File: src/rtl/sign_narrow_packer_pkg.sv
// Shared definitions for the sign-narrowing packer.
//   IN_W / NARROW_W / LANES : sample width, field width, fields per packed word
//   state_e                 : packer FSM encoding (fill lanes / hold packed word)
//   SAT_POS / SAT_NEG       : field codes used when an overflowing sample saturates
package sign_narrow_packer_pkg;

    localparam int unsigned IN_W     = 8;
    localparam int unsigned NARROW_W = 2;
    localparam int unsigned LANES    = IN_W / NARROW_W;

    typedef enum logic {
        StFill = 1'b0,
        StHold = 1'b1
    } state_e;

    localparam logic [NARROW_W-1:0] SAT_POS = 2'b01;
    localparam logic [NARROW_W-1:0] SAT_NEG = 2'b10;

endpackage

File: src/rtl/sign_narrow_packer_sign_narrow.sv
// sign_narrow: combinational narrowing of one signed IN_W-bit sample to a
// NARROW_W-bit signed field.
//   in_data : signed input sample
//   field   : narrowed field
//   ovf     : sample does not fit in NARROW_W signed bits
// Build option NARROW_SAT_EN: overflowing samples saturate to +1 / -2;
// without it they truncate to the low NARROW_W bits.
module sign_narrow
    import sign_narrow_packer_pkg::*;
(
    input  logic [IN_W-1:0]     in_data,
    output logic [NARROW_W-1:0] field,
    output logic                ovf
);

    // The value fits when every bit from the field's sign bit upward is a copy of it.
    logic [IN_W-NARROW_W:0] upper;
    logic                   fits;

    assign upper = in_data[IN_W-1:NARROW_W-1];
    assign fits  = (&upper) | ~(|upper);

    always_comb begin
        ovf = ~fits;
`ifdef NARROW_SAT_EN
        if (fits) begin
            field = in_data[NARROW_W-1:0];
        end else if (in_data[IN_W-1]) begin
            field = SAT_NEG;
        end else begin
            field = SAT_POS;
        end
`else
        field = in_data[NARROW_W-1:0];
`endif
    end

endmodule

File: src/rtl/sign_narrow_packer.sv
// sign_narrow_packer: narrows a stream of signed 8-bit samples to 2-bit fields
// and packs four of them per output word (lane 0 in the low bits).
//   clk, rst_n            : clock, asynchronous active-low reset
//   in_valid/in_ready     : input sample handshake, in_data is the sample
//   flush                 : emit a partially filled word
//   out_valid/out_ready   : packed word handshake; out_data, out_count (valid lanes)
//   ovf_sticky / ovf_clr  : sticky overflow flag and its clear (set wins)
// Build option NARROW_SAT_EN selects saturation in the sign_narrow sub-module.
module sign_narrow_packer
    import sign_narrow_packer_pkg::*;
(
    input  logic            clk,
    input  logic            rst_n,
    input  logic            in_valid,
    output logic            in_ready,
    input  logic [IN_W-1:0] in_data,
    input  logic            flush,
    output logic            out_valid,
    input  logic            out_ready,
    output logic [IN_W-1:0] out_data,
    output logic [2:0]      out_count,
    output logic            ovf_sticky,
    input  logic            ovf_clr
);

    state_e            state_q, state_d;
    logic [1:0]        lane_idx_q, lane_idx_d;
    logic [IN_W-1:0]   lane_q, lane_d;
    logic [IN_W-1:0]   out_data_q, out_data_d;
    logic [2:0]        out_count_q, out_count_d;
    logic              ovf_q, ovf_d;

    logic [NARROW_W-1:0] field;
    logic                ovf;
    logic                accept;
    logic [2:0]          cnt_next;

    sign_narrow u_sign_narrow (
        .in_data (in_data),
        .field   (field),
        .ovf     (ovf)
    );

    // Ready is held low while reset is asserted even though the state is already FILL.
    assign in_ready   = rst_n & (state_q == StFill);
    assign out_valid  = (state_q == StHold);
    assign out_data   = out_data_q;
    assign out_count  = out_count_q;
    assign ovf_sticky = ovf_q;

    assign accept   = in_valid & (state_q == StFill);
    // Lane count including a sample accepted on this edge; flush uses this value.
    assign cnt_next = {1'b0, lane_idx_q} + {2'b00, accept};

    always_comb begin
        state_d     = state_q;
        lane_idx_d  = lane_idx_q;
        lane_d      = lane_q;
        out_data_d  = out_data_q;
        out_count_d = out_count_q;

        if (accept && ovf) begin
            ovf_d = 1'b1;
        end else if (ovf_clr) begin
            ovf_d = 1'b0;
        end else begin
            ovf_d = ovf_q;
        end

        case (state_q)
            StFill: begin
                if (accept) begin
                    lane_d[lane_idx_q*NARROW_W +: NARROW_W] = field;
                    lane_idx_d = lane_idx_q + 2'd1;
                end
                if (accept && (lane_idx_q == 2'(LANES - 1))) begin
                    state_d     = StHold;
                    out_data_d  = lane_d;
                    out_count_d = 3'(LANES);
                end else if (flush && (cnt_next != 3'd0)) begin
                    state_d     = StHold;
                    out_data_d  = lane_d;
                    out_count_d = cnt_next;
                end
            end
            StHold: begin
                if (out_ready) begin
                    state_d     = StFill;
                    lane_idx_d  = 2'd0;
                    lane_d      = '0;
                    out_data_d  = '0;
                    out_count_d = 3'd0;
                end
            end
            default: state_d = StFill;
        endcase
    end

    always_ff @(posedge clk or negedge rst_n) begin
        if (!rst_n) begin
            state_q     <= StFill;
            lane_idx_q  <= 2'd0;
            lane_q      <= '0;
            out_data_q  <= '0;
            out_count_q <= 3'd0;
            ovf_q       <= 1'b0;
        end else begin
            state_q     <= state_d;
            lane_idx_q  <= lane_idx_d;
            lane_q      <= lane_d;
            out_data_q  <= out_data_d;
            out_count_q <= out_count_d;
            ovf_q       <= ovf_d;
        end
    end

endmodule

File: config.mk
export PLATFORM = sky130hd
export DESIGN_NAME = sign_narrow_packer
export DESIGN_NICKNAME = d
export VERILOG_FILES = /design/src/rtl/sign_narrow_packer_pkg.sv /design/src/rtl/sign_narrow_packer_sign_narrow.sv /design/src/rtl/sign_narrow_packer.sv
export SDC_FILE = /design/constraint.sdc
export NUM_CORES = 1
export LEC_CHECK = 0
export BUFFER_PORTS_ARGS = -buffer_cell sky130_fd_sc_hd__buf_2
export CORE_ASPECT_RATIO = 0.8
export CORE_UTILIZATION = 55
export CTS_BUF_LIST = sky130_fd_sc_hd__clkbuf_2
export DETAILED_ROUTE_END_ITERATION = 16
export PLACE_DENSITY = 0.81
export SYNTH_ARGS = -nofsm -noshare
export SYNTH_HDL_FRONTEND = slang
export SYNTH_HIERARCHICAL = 1
export SYNTH_SLANG_ARGS = --single-unit
File: constraint.sdc
create_clock -name clk -period 2.5 [get_ports clk]
set_clock_uncertainty 0.1 [all_clocks]
set_input_delay 0.25 -clock clk [delete_from_list [all_inputs] [get_ports clk]]
set_output_delay 0.25 -clock clk [all_outputs]
set_load 0.02 [all_outputs]
==> key figures, run 1 <==
Die
  – Die Area: 2500 sq um
  – IO Count: 28
  – Core ar.: 2160 sq um
  – Initial Util: 58.7%
  – Die W: 55.7 um
  – Rows: 15
  – Chip height: 44.9 um

CTS
  – Worst-Skew Late Latency: 360 ps
  – TritonCTS buffer count: 3
  – Post_cts resized: 0
  – Clock tree buffer depth: 2
  – Worst-path clk slew: 250 ps
  – # hold bufs at CTS: 2
  – CTS H-tree depth: 1
  – Clk root buf: clkbuf_2
  – Setup Fix Bufs, Post-CTS: 0
  – Clock sink count: 23
  – CTS tree: yes

Yosys
  – Number of synthesis warnings: 6
  – Synth area leaders: dfrtp_1 (45%), ha_1 (6.9%), nand2_1 (5.3%)
  – Number of synthesized flops with an enable pin: 0
  – Share of the synthesized area in the top cell type: 45.4%
  – Post-Syn Area per Cell: 10.5 sq um
  – Cell Area, Synth: 1270 sq um
  – Synthesized flop and latch total: 23
  – Syn_nets: 142
  – Leading area contributor after synthesis: dfrtp_1
  – Synth Instances: 121
  – Asr flop ratio synth: 100%
  – Seq/Total Area, Yosys: 45.4%
  – Count leader, synth: dfrtp_1
  – Netlist cell types: 35
  – Dominant synthesized flop cell: dfrtp_1
  – Synth cell count leaders: dfrtp_1 (23), nand2_1 (18), ha_1 (7), inv_1 (7)

Worst setup path
  – Reg2reg path depth: 6
  – Worst r2r src: lane_idx_q[0]
  – Setup CP Type: reg -> reg
  – Type of origin of the critical path: register
  – Worst path required time: 2690 ps
  – Crit Reg-Reg Endpoint: out_count[0]
  – R2R Setup Slk: 250 ps
  – Data arrival, critical path: 2440 ps
  – Setup crit end kind: register
  – Worst Path Max Fanout: 10

Cells and area
  – Fin nets: 172
  – Area of the multi-input gates: 613 sq um
  – Layout Area Growth over Synthesis: 14.7%
  – Register area: 576 sq um
  – Fin cells: 175
  – Antenna Cells: 0
  – Filler Cell Count: 183
  – Layout cells sized above 1: 28.0%

Power
  – Total power: 1.32 mW
  – Pwr dens: 906 nW/um^2
  – Leakage: 0.732 nW
  – Worst VDD drop: 0.594 mV

Route
  – Pre-Repair DR Iteration Count: 4
  – DRT antenna net count: 0
  – Drt initial violations: 54
  – Routed WL: 2880 um
  – Wirelength per Cell: 16.4 um
  – Routed vias: 1,025
  – Drt via density: 5.86
  – Remaining DRCs: 0

STA
  – Fin. max-slew vios: 0
  – Setup ws final: 251 ps
  – Final period util: 89.9%
  – Setup_tns: 0 ps
  – WHS: 61.4 ps
  – Final setup viols: 0
  – Worst Tran Pin Value: 363 ps
  – Max-slew headroom: 75.5%
  – Fin crit period: 2250 ps
  – RSZ-0062 raised after global routing: false
  – Final Hold Fails: 0
  – Fmax: 445 MHz

Place
  – Final Wtd Congestion: 0.897
  – Pre-CTS setup slack: 221 ps
  – Port Buffers: 27
  – Placed Cells: 169
  – HPWL after DPL: 2070 um

Job
  – Total of max-cap violations: 0

Worst hold path
  – Hold Path End: lane_q[0]
  – Hold depth: 2
  – HP Start: out_ready
  – Tightest Hold Check Type: in -> reg

Global route
  – GRT Total Usage: 24.9%
  – Global-route wire length before repair: 4680 um
  – Vias in the first global route: 978
  – Pin count of the biggest net entering global routing: 28
  – Initial antenna violation count: 0
  – Remaining Overflow, GRT: 0

Status
  – Status: complete, no violations
[power breakdown]
group | leakage, nW | switching (mW) | internal, mW | total [mW]
combinational | 0.406 | 0.410 | 0.263 | 0.672
sequential | 0.314 | 0.0565 | 0.427 | 0.484
clock | 0.0126 | 0.124 | 0.0371 | 0.161
total | 0.732 | 0.590 | 0.727 | 1.32
[placed cells by master (no fill, tap or decap), types with 3 or more instances in the layout]
cell | netlist | layout
a21o_1 | 3 | 3
a22oi_1 | 3 | 3
a32oi_1 | 4 | 4
buf_2 | 2 | 27
buf_4 | 3 | 4
clkbuf_2 | 1 | 3
dfrtp_1 | 23 | 23
ha_1 | 7 | 7
inv_1 | 7 | 7
mux2i_1 | 5 | 5
nand2_1 | 18 | 18
nand3b_1 | 3 | 3
nor2_1 | 3 | 3
nor2b_1 | 3 | 3
o21ai_0 | 3 | 3
o22ai_1 | 6 | 6
o2bb2ai_1 | 6 | 6
[worst max-delay path by stage]
stage | end | cells past startpoint | from | slack [ps]
after floorplan | out_count[2] | 7 | out_valid | 240
after global placement | out_count[2] | 7 | in_valid | 370
after detailed placement | out_count[0] | 8 | in_valid | 220
after CTS | out_count[0] | 6 | lane_idx_q[0] | 280
after global routing | out_count[1] | 6 | lane_idx_q[0] | 170
final | out_count[0] | 6 | lane_idx_q[0] | 250
[per-stage QoR]
stage	utilization (%)	area, sq um
after floorplan	-	1270
after global placement	65.4	1410
after detailed placement	65.4	1410
after CTS	67.4	1450
after global routing	67.4	1450
final	67.4	1450
[final cells by class]
class	count	area share [%]
clock buffer	3	1.03
clock inverter	1	0.516
inverter	7	1.81
multi-input combinational	83	42.2
sequential	23	39.6
tap	25	2.15
timing repair buffer	33	12.7
[registers in the layout, indices dropped and copies added (netlist names)]
| name | cells |
|---|---|
| lane_idx_q | 2 |
| out_data | 8 |
| lane_q | 8 |
| out_count | 3 |
| out_valid | 1 |
| ovf_sticky | 1 |
[critical path: stages (launching register included)]
cell,delay [ps]
dfrtp_1,560
ha_1,270
ha_1,290
o31ai_2,340
a21o_1,220
buf_4,190
mux2i_1,190
[kinds of logic (layout without fill, tap and decap cells)]
kind of cell	after synthesis	after routing	synth area share (%)
and+or+nand+nor	39	39	18.1
buffers and inverters	15	44	6.22
DFF	23	23	45.4
adders and majority gates	7	7	6.91
AOI/OAI and AO/OA	31	31	18.6
muxes	6	6	4.84
[routing by layer]
| metal | global-route usage [%] | vias to the layer above | routed length [um] |
|---|---|---|---|
| li1 | - | 499 | - |
| met3 | 6.88 | 4 | 197 |
| met5 | 0 | - | 0 |
| met4 | 7.00 | 0 | 30 |
| met1 | 34.8 | 480 | 1400 |
| met2 | 38.8 | 42 | 1250 |
(Power assumes the default switching activity.)
==> run 2: changes to the inputs <==
Settings changed: SETUP_SLACK_MARGIN set to 0.5.
==> key figures, run 2 (synthesis results as in run 1) <==
Cells and area
  – Register area: 579 sq um (was 576 sq um)
  – Fin cells: 177 (was 175)
  – Area of the multi-input gates: 659 sq um (was 613 sq um)
  – Layout cells sized above 1: 33.6% (was 28.0%)
  – Most common cell after layout, fill and taps aside: buf_2 (unchanged)
  – Fin nets: 174 (was 172)
  – Antenna Cells: 0 (unchanged)
  – Leading cell types in the layout, fill and taps excluded: buf_2 (26), dfrtp_1 (20), nand2_1 (18), inv_1 (7) (was buf_2 (27), dfrtp_1 (23), nand2_1 (18), inv_1 (7), ha_1 (7))
  – Final Util: 70.7% (was 67.4%)
  – Filler Cell Count: 155 (was 183)
  – Layout Area Growth over Synthesis: 20.3% (was 14.7%)
  – Fin area: 1530 sq um (was 1450 sq um)

STA
  – Max-slew headroom: 78.5% (was 75.5%)
  – Setup_tns: 0 ps (unchanged)
  – RSZ-0062 raised after global routing: false (unchanged)
  – Fmax: 516 MHz (was 445 MHz)
  – Fin crit period: 1940 ps (was 2250 ps)
  – Final Hold Fails: 0 (unchanged)
  – Fin. max-slew vios: 0 (unchanged)
  – Worst Tran Pin Value: 318 ps (was 363 ps)
  – Final period util: 77.6% (was 89.9%)
  – WHS: 66.7 ps (was 61.4 ps)
  – Final setup viols: 0 (unchanged)

Status
  – Status: complete, no violations (unchanged)

Place
  – Placed Cells: 168 (was 169)
  – Port Buffers: 27 (unchanged)
  – Post-DP Area: 1440 sq um (was 1410 sq um)
  – Final Wtd Congestion: 0.834 (was 0.897)
  – HPWL after DPL: 1960 um (was 2070 um)

Route
  – Routed WL: 2800 um (was 2880 um)
  – Wirelength per Cell: 15.8 um (was 16.4 um)
  – Routed vias: 1,042 (was 1,025)
  – Drt via density: 5.89 (was 5.86)
  – DRT antenna net count: 0 (unchanged)
  – Drt initial violations: 38 (was 54)
  – Pre-Repair DR Iteration Count: 4 (unchanged)
  – Remaining DRCs: 0 (unchanged)

Die
  – Rows: 15 (unchanged)
  – Core ar.: 2160 sq um (unchanged)
  – IO Count: 28 (unchanged)
  – Chip height: 44.9 um (unchanged)
  – Die Area: 2500 sq um (unchanged)
  – Initial Util: 58.7% (unchanged)
  – Die W: 55.7 um (unchanged)

Global route
  – Initial antenna violation count: 0 (unchanged)
  – Remaining Overflow, GRT: 0 (unchanged)
  – Met2 Use GR: 35.7% (was 38.8%)
  – Global-route wire length before repair: 4460 um (was 4680 um)
  – GR Util met1: 35.0% (was 34.8%)
  – Pin count of the biggest net entering global routing: 28 (unchanged)
  – GRT Total Usage: 23.8% (was 24.9%)
  – Vias in the first global route: 913 (was 978)
  – Met3 GRT Util: 5.44% (was 6.88%)
  – Gr busiest metal: met2 (unchanged)

Power
  – Pwr dens: 938 nW/um^2 (was 906 nW/um^2)
  – Worst VDD drop: 0.741 mV (was 0.594 mV)
  – Leakage: 0.743 nW (was 0.732 nW)

Worst setup path
  – Setup crit end kind: register (unchanged)
  – Type of origin of the critical path: register (unchanged)
  – Setup CP Type: reg -> reg (unchanged)
  – Worst path required time: 2690 ps (about the same)
  – Data arrival, critical path: 2120 ps (was 2440 ps)
  – R2R Setup Slk: 560 ps (was 250 ps)
  – Worst Path Max Fanout: 7 (was 10)

CTS
  – TritonCTS buffer count: 3 (unchanged)
  – Clock sink count: 23 (unchanged)
  – Clk root buf: clkbuf_2 (unchanged)
  – CTS H-tree depth: 1 (unchanged)
  – Worst-path clk slew: 240 ps (was 250 ps)
  – Clock tree buffer depth: 2 (unchanged)
  – Worst-Skew Late Latency: 350 ps (was 360 ps)
  – CTS tree: yes (unchanged)

Job
  – Total of max-cap violations: 0 (unchanged)

Worst hold path
  – Tightest Hold Check Type: in -> reg (unchanged)
==> run 2: cell count changes in the layout (fill, tap and decap cells not counted), moves of 2 or more <==
cell	previous run	this run
dfrtp_2	0	3
dfrtp_1	23	20
ha_4	0	2
ha_1	7	5
==> run 2: what timing repair did <==
| action | CTS | global route |
|---|---|---|
| setup endpoints to repair | 7 | 9 |
| buffers inserted | 0 | 3 |
| hold buffers | 2 | 0 |
| cloned | 0 | 0 |
| gates resized for setup | 2 | 4 |
| endpoints found under the hold margin | 24 | 0 |
==> run 2: area by class of cell <==
class | instances | area share (%)
multi-input combinational | 83 | 43.2
sequential | 23 | 38.0
timing repair buffer | 35 | 13.5
tap | 25 | 2.05
inverter | 7 | 1.72
clock buffer | 3 | 0.984
clock inverter | 1 | 0.492
==> run 2: worst paths after layout <==
check                                   end  cells past startpoint           from
worst max-delay path            out_data[0]                      5  lane_idx_q[0]
worst min-delay path              out_valid                      3          flush
worst max register to register  out_data[0]                      5  lane_idx_q[0]
worst min register to register  out_data[0]                      1    out_data[0]
max in group asynchronous         lane_q[7]                      2          rst_n
min in group asynchronous        ovf_sticky                      2          rst_n
==> run 2: stage by stage <==
stage	total power, mW	setup WS [ps]
6_report	1.43	561
5_1_grt	1.52	472
4_1_cts	1.36	537
3_5_place_dp	1.20	361
3_3_place_gp	1.18	462
2_1_floorplan	1.03	506
==> run 2: critical path, stage by stage, from the launching register on <==
cell	delay [ps]
dfrtp_2	510
inv_1	120
ha_1	400
nor4bb_2	370
a32oi_1	190
o2bb2ai_1	180
==> run 2: per-layer routing <==
| metal | wire [um] | share of wire, % |
|---|---|---|
| met5 | 0 | 0 |
| met4 | 25 | 0.89 |
| met3 | 133 | 4.7 |
| met2 | 1220 | 44 |
| met1 | 1420 | 51 |
==> run 2: report_power, final <==
group	internal [mW]	switching [mW]
registers	0.432	0.0583
logic	0.335	0.447
clock network	0.0372	0.120
